$ cat src/rtl/pump3_sequencer_if.sv
// rtl/pump3_sequencer_if.sv - host/valve bus for pump3_sequencer (abort exists with PUMP3_SEQ_ABORT_EN)
interface pump3_sequencer_if #(
  parameter int CNT_W = 8
);
  logic             start;
  logic             dir;
  logic [CNT_W-1:0] strokes;
  logic             air1;
  logic             air2;
  logic             air3;
  logic             busy;
  logic             done;
  logic [CNT_W-1:0] stroke_cnt;
`ifdef PUMP3_SEQ_ABORT_EN
  logic             abort;

  modport master (
    output start, dir, strokes, abort,
    input  air1, air2, air3, busy, done, stroke_cnt
  );

  modport slave (
    input  start, dir, strokes, abort,
    output air1, air2, air3, busy, done, stroke_cnt
  );
`else
  modport master (
    output start, dir, strokes,
    input  air1, air2, air3, busy, done, stroke_cnt
  );

  modport slave (
    input  start, dir, strokes,
    output air1, air2, air3, busy, done, stroke_cnt
  );
`endif
endinterface

$ cat src/rtl/pump3_sequencer.sv
// rtl/pump3_sequencer.sv - six-phase peristaltic valve sequencer; optional abort via PUMP3_SEQ_ABORT_EN
module pump3_sequencer #(
  parameter int PHASE_CYCLES = 4,
  parameter int CNT_W        = 8
) (
  input  logic                   clk,
  input  logic                   rst_n,
  pump3_sequencer_if.slave       bus
);

  localparam int DW = $clog2(PHASE_CYCLES + 1);
  localparam logic [DW-1:0] DWELL_LAST = DW'(PHASE_CYCLES - 1);

  localparam logic [1:0] ST_IDLE = 2'd0;
  localparam logic [1:0] ST_RUN  = 2'd1;
  localparam logic [1:0] ST_DONE = 2'd2;

  logic [1:0]       state_q, state_d;
  logic [2:0]       phase_q, phase_d;
  logic [DW-1:0]    dwell_q, dwell_d;
  logic             dir_q, dir_d;
  logic [CNT_W-1:0] strokes_q, strokes_d;
  logic [CNT_W-1:0] cnt_q, cnt_d;
  logic [2:0]       air_q, air_d;
  logic             busy_q, busy_d;
  logic             done_q, done_d;
  logic             abort_req;
  logic             last_phase;

  // Valve pattern {air1,air2,air3} in forward order; reverse walks it backwards.
  function automatic logic [2:0] pattern(input logic [2:0] idx);
    case (idx)
      3'd0:    pattern = 3'b011;
      3'd1:    pattern = 3'b001;
      3'd2:    pattern = 3'b101;
      3'd3:    pattern = 3'b100;
      3'd4:    pattern = 3'b110;
      3'd5:    pattern = 3'b010;
      default: pattern = 3'b111;
    endcase
  endfunction

`ifdef PUMP3_SEQ_ABORT_EN
  assign abort_req = bus.abort;
`else
  assign abort_req = 1'b0;
`endif

  assign last_phase = dir_q ? (phase_q == 3'd0) : (phase_q == 3'd5);

  // Next-state logic: command acceptance, dwell/phase/stroke advance, abort.
  always_comb begin
    state_d   = state_q;
    phase_d   = phase_q;
    dwell_d   = dwell_q;
    dir_d     = dir_q;
    strokes_d = strokes_q;
    cnt_d     = cnt_q;
    case (state_q)
      ST_IDLE: begin
        if (bus.start) begin
          cnt_d = '0;
          if (bus.strokes != '0) begin
            dir_d     = bus.dir;
            strokes_d = bus.strokes;
            phase_d   = bus.dir ? 3'd5 : 3'd0;
            dwell_d   = '0;
            state_d   = ST_RUN;
          end else begin
            state_d = ST_DONE;
          end
        end
      end
      ST_RUN: begin
        if (abort_req) begin
          // Abort wins over any advance this cycle; stroke count is kept.
          state_d = ST_IDLE;
        end else if (dwell_q == DWELL_LAST) begin
          dwell_d = '0;
          if (last_phase) begin
            cnt_d = cnt_q + 1'b1;
            if (cnt_q + 1'b1 == strokes_q) begin
              state_d = ST_DONE;
            end else begin
              phase_d = dir_q ? 3'd5 : 3'd0;
            end
          end else begin
            phase_d = dir_q ? phase_q - 3'd1 : phase_q + 3'd1;
          end
        end else begin
          dwell_d = dwell_q + 1'b1;
        end
      end
      ST_DONE: begin
        state_d = ST_IDLE;
      end
      default: begin
        state_d = ST_IDLE;
      end
    endcase
  end

  // Outputs are derived from the next state so they are registered yet aligned with it.
  always_comb begin
    air_d  = 3'b111;
    busy_d = 1'b0;
    done_d = 1'b0;
    if (state_d == ST_RUN) begin
      air_d  = pattern(phase_d);
      busy_d = 1'b1;
    end
    if (state_d == ST_DONE) begin
      done_d = 1'b1;
    end
  end

  // State and output registers; reset parks all valves closed.
  always_ff @(posedge clk or negedge rst_n) begin
    if (!rst_n) begin
      state_q   <= ST_IDLE;
      phase_q   <= 3'd0;
      dwell_q   <= '0;
      dir_q     <= 1'b0;
      strokes_q <= '0;
      cnt_q     <= '0;
      air_q     <= 3'b111;
      busy_q    <= 1'b0;
      done_q    <= 1'b0;
    end else begin
      state_q   <= state_d;
      phase_q   <= phase_d;
      dwell_q   <= dwell_d;
      dir_q     <= dir_d;
      strokes_q <= strokes_d;
      cnt_q     <= cnt_d;
      air_q     <= air_d;
      busy_q    <= busy_d;
      done_q    <= done_d;
    end
  end

  assign bus.air1       = air_q[2];
  assign bus.air2       = air_q[1];
  assign bus.air3       = air_q[0];
  assign bus.busy       = busy_q;
  assign bus.done       = done_q;
  assign bus.stroke_cnt = cnt_q;

endmodule

$ cat src/flat_wrapper.sv
// flat-port wrapper written by rule: the top's interface ports become plain ports
module pump3_sequencer_flat 
#(
  parameter int PHASE_CYCLES = 4,
  parameter int CNT_W        = 8
)
  (clk, rst_n, bus_start, bus_dir, bus_strokes, bus_air1, bus_air2, bus_air3, bus_busy, bus_done, bus_stroke_cnt);
  pump3_sequencer_if #(.CNT_W(CNT_W)) bus_i ();
  input  logic clk;
  input  logic rst_n;
  input wire logic [$bits(bus_i.start)-1:0] bus_start;
  input wire logic [$bits(bus_i.dir)-1:0] bus_dir;
  input wire logic [$bits(bus_i.strokes)-1:0] bus_strokes;
  output wire logic [$bits(bus_i.air1)-1:0] bus_air1;
  output wire logic [$bits(bus_i.air2)-1:0] bus_air2;
  output wire logic [$bits(bus_i.air3)-1:0] bus_air3;
  output wire logic [$bits(bus_i.busy)-1:0] bus_busy;
  output wire logic [$bits(bus_i.done)-1:0] bus_done;
  output wire logic [$bits(bus_i.stroke_cnt)-1:0] bus_stroke_cnt;
  assign bus_i.start = bus_start;
  assign bus_i.dir = bus_dir;
  assign bus_i.strokes = bus_strokes;
  assign bus_air1 = bus_i.air1;
  assign bus_air2 = bus_i.air2;
  assign bus_air3 = bus_i.air3;
  assign bus_busy = bus_i.busy;
  assign bus_done = bus_i.done;
  assign bus_stroke_cnt = bus_i.stroke_cnt;
  pump3_sequencer #(.PHASE_CYCLES(PHASE_CYCLES), .CNT_W(CNT_W)) u_core (.clk(clk), .rst_n(rst_n), .bus(bus_i));
endmodule
$ cat config.mk
export PLATFORM = sky130hd
export DESIGN_NAME = pump3_sequencer_flat
export DESIGN_NICKNAME = d
export VERILOG_FILES = /design/src/rtl/pump3_sequencer_if.sv /design/src/rtl/pump3_sequencer.sv /design/src/flat_wrapper.sv
export SDC_FILE = /design/constraint.sdc
export NUM_CORES = 1
export LEC_CHECK = 0
export ABC_CLOCK_PERIOD_IN_PS = 2100
export BUFFER_PORTS_ARGS = -buffer_cell sky130_fd_sc_hd__buf_2
export CAP_MARGIN = 20
export CORE_ASPECT_RATIO = 0.8
export CORE_MARGIN = 2
export CORE_UTILIZATION = 40
export CTS_CLUSTER_DIAMETER = 50
export DETAILED_ROUTE_END_ITERATION = 6
export GPL_ROUTABILITY_DRIVEN = 1
export PLACE_DENSITY = 0.66
export SLEW_MARGIN = 20
export SYNTH_ARGS = -nofsm -noshare
export SYNTH_HDL_FRONTEND = slang
export SYNTH_SLANG_ARGS = --single-unit
$ cat constraint.sdc
create_clock -name clk -period 2.1 [get_ports clk]
set_input_delay 0.21 -clock clk [delete_from_list [all_inputs] [get_ports clk]]
set_output_delay 0.21 -clock clk [all_outputs]
set_load 0.03 [all_outputs]
Word level (Yosys, flattened, before mapping)
Cells that the tools add are included.
Word-level totals
  register bits after elaboration: 30
  input bits: 12
  output and inout bits: 13
  word-level logic and storage cells: 64
Operators by class
  add/sub/neg operators: 4
  eq/ne operators: 15
  mux-type cells: 28
  reductions and logical operators: 8
Operators by type and width (count)
  2-to-1 mux 3 bit: 12
  2-to-1 mux 8 bit: 3
  one-hot mux 3 bit (6 select lines): 1
  one-hot mux 8 bit (2 select lines): 1
  one-hot mux 3 bit (2 select lines): 2
  2-to-1 mux 2 bit: 5
  equality test 3 x 2 -> 1 bit (second input constant): 3
  equality test 3 bit (second input constant): 3
  adder 8 x 1 -> 8 bit (second input constant): 1
  equality test 8 bit: 1
  nonzero test 8 bit: 1
  adder 3 x 1 -> 3 bit (second input constant): 2
  logical NOT 3 bit: 2
  != test 2 x 1 -> 1 bit (second input constant): 3
  AND reduction 3 bit: 2
  equality test 2 x 1 -> 1 bit (second input constant): 2
  one-hot mux 2 bit (2 select lines): 1
  AND reduction 4 bit: 1
  equality test 3 x 1 -> 1 bit (second input constant): 1
  2-to-1 mux 1 bit: 3
  subtractor 3 x 1 -> 3 bit (second input constant): 1
  equality test 2 bit (second input constant): 1
  logical NOT 2 bit: 1
  != test 2 bit (second input constant): 1
  nonzero test 2 bit: 1

Logic depth before layout (Yosys ltp)
  depth in word-level cells: 9
  gate-level depth with buffers: 8
  mapped depth without buffers: 8

Least setup slack after synthesis
OpenSTA, ideal clock, no wires.
  path kind: register to register
  start point: reg u_core.cnt_q[0] (netlist: u_core.bus.stroke_cnt[0])
  end point: reg u_core.air_q[0]
  library setup time: 0.075 ns
  data arrival time: 2.047 ns
  path slack: -0.022 ns
  cell stages (with the launch flop): 9
  clock period less this slack: 2.122 ns
  cells stage by stage: dfrtp_1 > ha_1 > xnor2_1 > nand2_1 > nor3b_1 > and4_1 > nor4_1 > o211ai_2 > mux2i_1
On the way
  longest elaborated chain between the ends: 9
Ends and longest elaborated chain
  start: declaration: line pump3_sequencer.sv:23  | logic [CNT_W-1:0] cnt_q, cnt_d;
  start signal: assignment: line pump3_sequencer.sv:135  | cnt_q <= cnt_d;
  adder 8 x 1 -> 8 bit *: line pump3_sequencer.sv:82  | if (cnt_q + 1'b1 == strokes_q) begin
  equality test 8 bit *: line pump3_sequencer.sv:82
  2-to-1 mux 3 bit: line pump3_sequencer.sv:82
  2-to-1 mux 3 bit: line pump3_sequencer.sv:80  | if (last_phase) begin
  2-to-1 mux 3 bit: line pump3_sequencer.sv:78  | end else if (dwell_q == DWELL_LAST) begin
  one-hot mux 3 bit (2 select lines): line pump3_sequencer.sv:59  | case (state_q)
  equality test 3 bit (tied with other cells): line pump3_sequencer.sv:32  | case (idx)
  one-hot mux 3 bit (6 select lines): line pump3_sequencer.sv:32
  2-to-1 mux 3 bit *: line pump3_sequencer.sv:108  | if (state_d == ST_RUN) begin
  named net u_core.air_d[0]: line pump3_sequencer.sv:24  | logic [2:0] air_q, air_d;
  end signal: assignment: line pump3_sequencer.sv:136  | air_q <= air_d;
  end: declaration: line pump3_sequencer.sv:24
Mark *: on every way through the listed nets, which the timed path passes. The rest lies on a longest branch.
A chain may end at the register's enable or synchronous reset.

Worst setup path in the final report
  start point: reg u_core.cnt_q[4] (netlist: u_core.bus.stroke_cnt[4])
  end point: reg u_core.air_q[0]
The elaborated chain is that of the path after synthesis.

==> results by stage <==
Pwr:
- The leakage power summed over all cells is 0.0009601 uW.
- VDD sags by at most 0.5628 mV.
- After layout, the design draws a total of 2822 uW.
- The total power density per cell area is 1290 nW/um^2.

Final layout:
- The fraction of the core area covered by cells at the end of the flow is 51.73%.
- The library cells used most frequently in the layout, excluding fill and tap cells, are sky130_fd_sc_hd__buf_2, sky130_fd_sc_hd__dfrtp_1, sky130_fd_sc_hd__buf_4.
- The share of cells above drive strength 1 is 36.65%.
- The number of antenna diodes in the final layout is 0.
- The post-layout instance count excluding filler cells is 278.
- The number of inserted filler cells in the final layout is 392.
- The layout net count is 235.
- The area growth from synthesis to layout is 23.60%.

Place:
- Counting tap cells, the placed design contains a total of 269 instances.
- At the end of routability-driven placement, the weighted congestion stood at 0.8131.
- The port buffer count is 24.
- The HPWL after detailed placement is 2923 um.

Drt:
- Summing over every cut layer, the via total after detailed routing is 1,496.
- The average routed wire per standard cell is 13.96 um.
- The vias per cell is 5.381.
- The remaining routing DRC violations is 0.
- The number of routed nets with antenna violations is 0.
- The detailed-route wire length is 3882 um.
- The first detailed-routing pass took 4 iterations.
- The number of design-rule violations left by the first detailed-router iteration is 132.

Clocking:
- The clock latency at the later pin of the worst-skew pair is 0.28 ns.
- The CTS tree is built.
- In this run the post-CTS setup repair buffer count came out at 0.
- The cell at the root of the clock tree is sky130_fd_sc_hd__clkbuf_8.
- The clock net in this run drives a total of 30 sinks.
- The clock passes through at most 2 buffers.
- The H-tree was split into 2 levels.
- The number of buffers created by CTS is 5.
- Clock-pin slew was measured on the worst setup and hold paths at 0.07 ns.

Die:
- The die outline area is 4978 um^2.
- The effective utilization at floorplan is 41.85%.
- The region available for standard cell placement spans 4230 um^2.
- From bottom edge to top edge, the die measures 63.51 um.
- After floorplanning, the core was divided into 21 placement rows.
- The horizontal extent of the die is 78.38 um.
- The I/O pin count is 25.

Synthesis:
- The number of flip-flops and latches in the synthesized netlist is 30.
- The async set-reset flop share out of synthesis is 100.0%.
- The share of the synthesized area in the top cell type is 38.16%.
- The number of synthesis warnings is 0.
- A synthesized cell averages 9.946 um^2.
- For this run, the leading register cell type out of synthesis is sky130_fd_sc_hd__dfrtp_1.
- The count of flip-flops with a built-in enable after synthesis is 0.
- The cell count after synthesis came out at 178.
- The synthesized netlist net count is 193.
- The largest total area in the synthesized netlist belongs to sky130_fd_sc_hd__dfrtp_1.
- The netlist area before placement is 1770 um^2.
- By area the synthesized netlist is led by sky130_fd_sc_hd__dfrtp_1, sky130_fd_sc_hd__mux2_2, sky130_fd_sc_hd__dfstp_2.
- Of the synthesized area, sequential elements account for 42.61%.
- The count of distinct cell types in the synthesized netlist is 56.

Critical path:
- The startpoint class of the critical path is a flip-flop.
- The critical path is of the flip-flop to flip-flop type.
- Along the worst path, the maximum fanout reaches 6.
- The worst setup path is captured at a flip-flop.
- The critical path data required time is 2.31 ns.
- At the worst endpoint, the arrival time is 2.17 ns.
- The origin of the critical flop-to-flop path is u_core.bus.stroke_cnt[4]$_DFFE_PN0P_.
- The launch point of the worst path is u_core.bus.stroke_cnt[4]$_DFFE_PN0P_.

Timing:
- The final hold slack is 0.1699 ns.
- Headroom to the max-slew limit came out at 55.78%.
- The final period utilization is 93.02%.
- The setup-violating endpoint count in the final report is 0.
- The final sum of negative setup slack is 0 ns.
- The clock period could shrink to 1.953 ns.
- The final-report hold violation count came to 0.
- The total count of max-transition violations in the final report is 0.
- Static timing analysis puts the maximum clock frequency at 511.9 MHz.
- The slew at the pin with the worst max-slew slack is 0.6633 ns.
- Clock skew on the completed layout was measured at 0.009387 ns.

Job:
- The tool flagged a number of max-cap violations equal to 0.

Global route:
- The number of antenna violations at the first check in global routing was 0.
- Entering global routing, the biggest net connects 31 pins.
- The via count of the first global-routing pass was 1,406.
- The total routing usage reported by global routing is 17.36%.
- The first global-routing pass estimated 6637 um of wire.
- Summed over all layers, the global routing overflow is 0.

Hold path:
- The start point of the worst min-delay path is bus_strokes[1].
- The path class of the lowest-slack min-delay path is input port to flip-flop.

Status:
- The run finished with clean final reports.
## critical path, stage by stage (launching register included)
cell	delay [ns]
sky130_fd_sc_hd__dfrtp_1	0.49
sky130_fd_sc_hd__nand4_1	0.22
sky130_fd_sc_hd__xnor2_1	0.19
sky130_fd_sc_hd__o21bai_1	0.20
sky130_fd_sc_hd__and4_4	0.28
sky130_fd_sc_hd__nor4_2	0.05
sky130_fd_sc_hd__o211ai_2	0.24
sky130_fd_sc_hd__mux2i_1	0.22
## registers in the layout (all words and copies together), names as in the netlist
register,count
u_core.strokes_q,8
u_core.phase_q,3
u_core.dir_q,1
u_core.dwell_q,3
u_core.state_q,2
u_core.bus.busy,1
u_core.air_q,3
u_core.bus.stroke_cnt,8
u_core.bus.done,1
## logic make-up after synthesis
group / synth area share, %
AOI/OAI and AO/OA: 17.24
xor gates and xnor gates: 5.442
adders and majority gates: 2.544
buffers and inverters: 3.887
DFF: 42.62
muxes: 6.290
and+or+nand+nor: 21.98
## cells in the mapped netlist, types with 4 or more instances
| cell type | number |
|---|---|
| sky130_fd_sc_hd__buf_2 | 4 |
| sky130_fd_sc_hd__dfrtp_1 | 27 |
| sky130_fd_sc_hd__inv_1 | 4 |
| sky130_fd_sc_hd__mux2_2 | 9 |
| sky130_fd_sc_hd__nand2_1 | 18 |
| sky130_fd_sc_hd__nand3_1 | 7 |
| sky130_fd_sc_hd__nand4_1 | 4 |
| sky130_fd_sc_hd__nor2_1 | 12 |
| sky130_fd_sc_hd__nor2b_1 | 5 |
| sky130_fd_sc_hd__nor3_1 | 5 |
| sky130_fd_sc_hd__o21ai_0 | 10 |
| sky130_fd_sc_hd__xnor2_1 | 5 |
| sky130_fd_sc_hd__xor2_1 | 6 |
## repair_timing
| action | CTS | global route |
|---|---|---|
| setup endpoints to repair | 0 | 6 |
| hold buffers | 1 | 0 |
| gates resized for setup | 0 | 9 |
| endpoints found under the hold margin | 27 | 0 |
## through the flow
step,worst slack (ns),cell area (um^2)
2_1_floorplan,0.02179,1772
3_3_place_gp,0.1046,2059
3_5_place_dp,0.03272,2059
4_1_cts,0.01360,2150
5_1_grt,-0.003290,2188
6_report,0.1467,2188
## power breakdown
part | switching [uW] | internal, uW
clock network | 204 | 235
logic | 792 | 633
registers | 178 | 780
## metal layers
layer	track usage [%]	routed length (um)
met3	6.017	278
met4	5.263	27
met1	25.55	1975
met2	23.81	1599
met5	0	0
## final cells by class
| type | instances | area [um^2] | share of cell area [%] |
|---|---|---|---|
| inverters | 4 | 15.01 | 0.6861 |
| well taps | 57 | 71.32 | 3.259 |
| multi-input cells | 134 | 983.4 | 44.94 |
| repair buffers | 45 | 280.3 | 12.81 |
| flip-flops and latches | 30 | 758.2 | 34.65 |
| clock buffers | 8 | 80.08 | 3.659 |
## final timing paths
kind | end | slack (ns) | cells past startpoint
worst min register to register | u_core.dwell_q[2]$_DFFE_PN0P_ | 0.52 | 2
worst max-delay path | u_core.air_q[0]$_DFF_PN1_ | 0.15 | 7
worst max register to register | u_core.air_q[0]$_DFF_PN1_ | 0.15 | 7
worst min-delay path | u_core.strokes_q[1]$_DFFE_PN0P_ | 0.17 | 2
min in group asynchronous | u_core.state_q[1]$_DFF_PN0_ | 0.50 | 2
max in group asynchronous | u_core.bus.stroke_cnt[0]$_DFFE_PN0P_ | 1.13 | 2
Note: power is estimated with default switching activity, not from simulation.
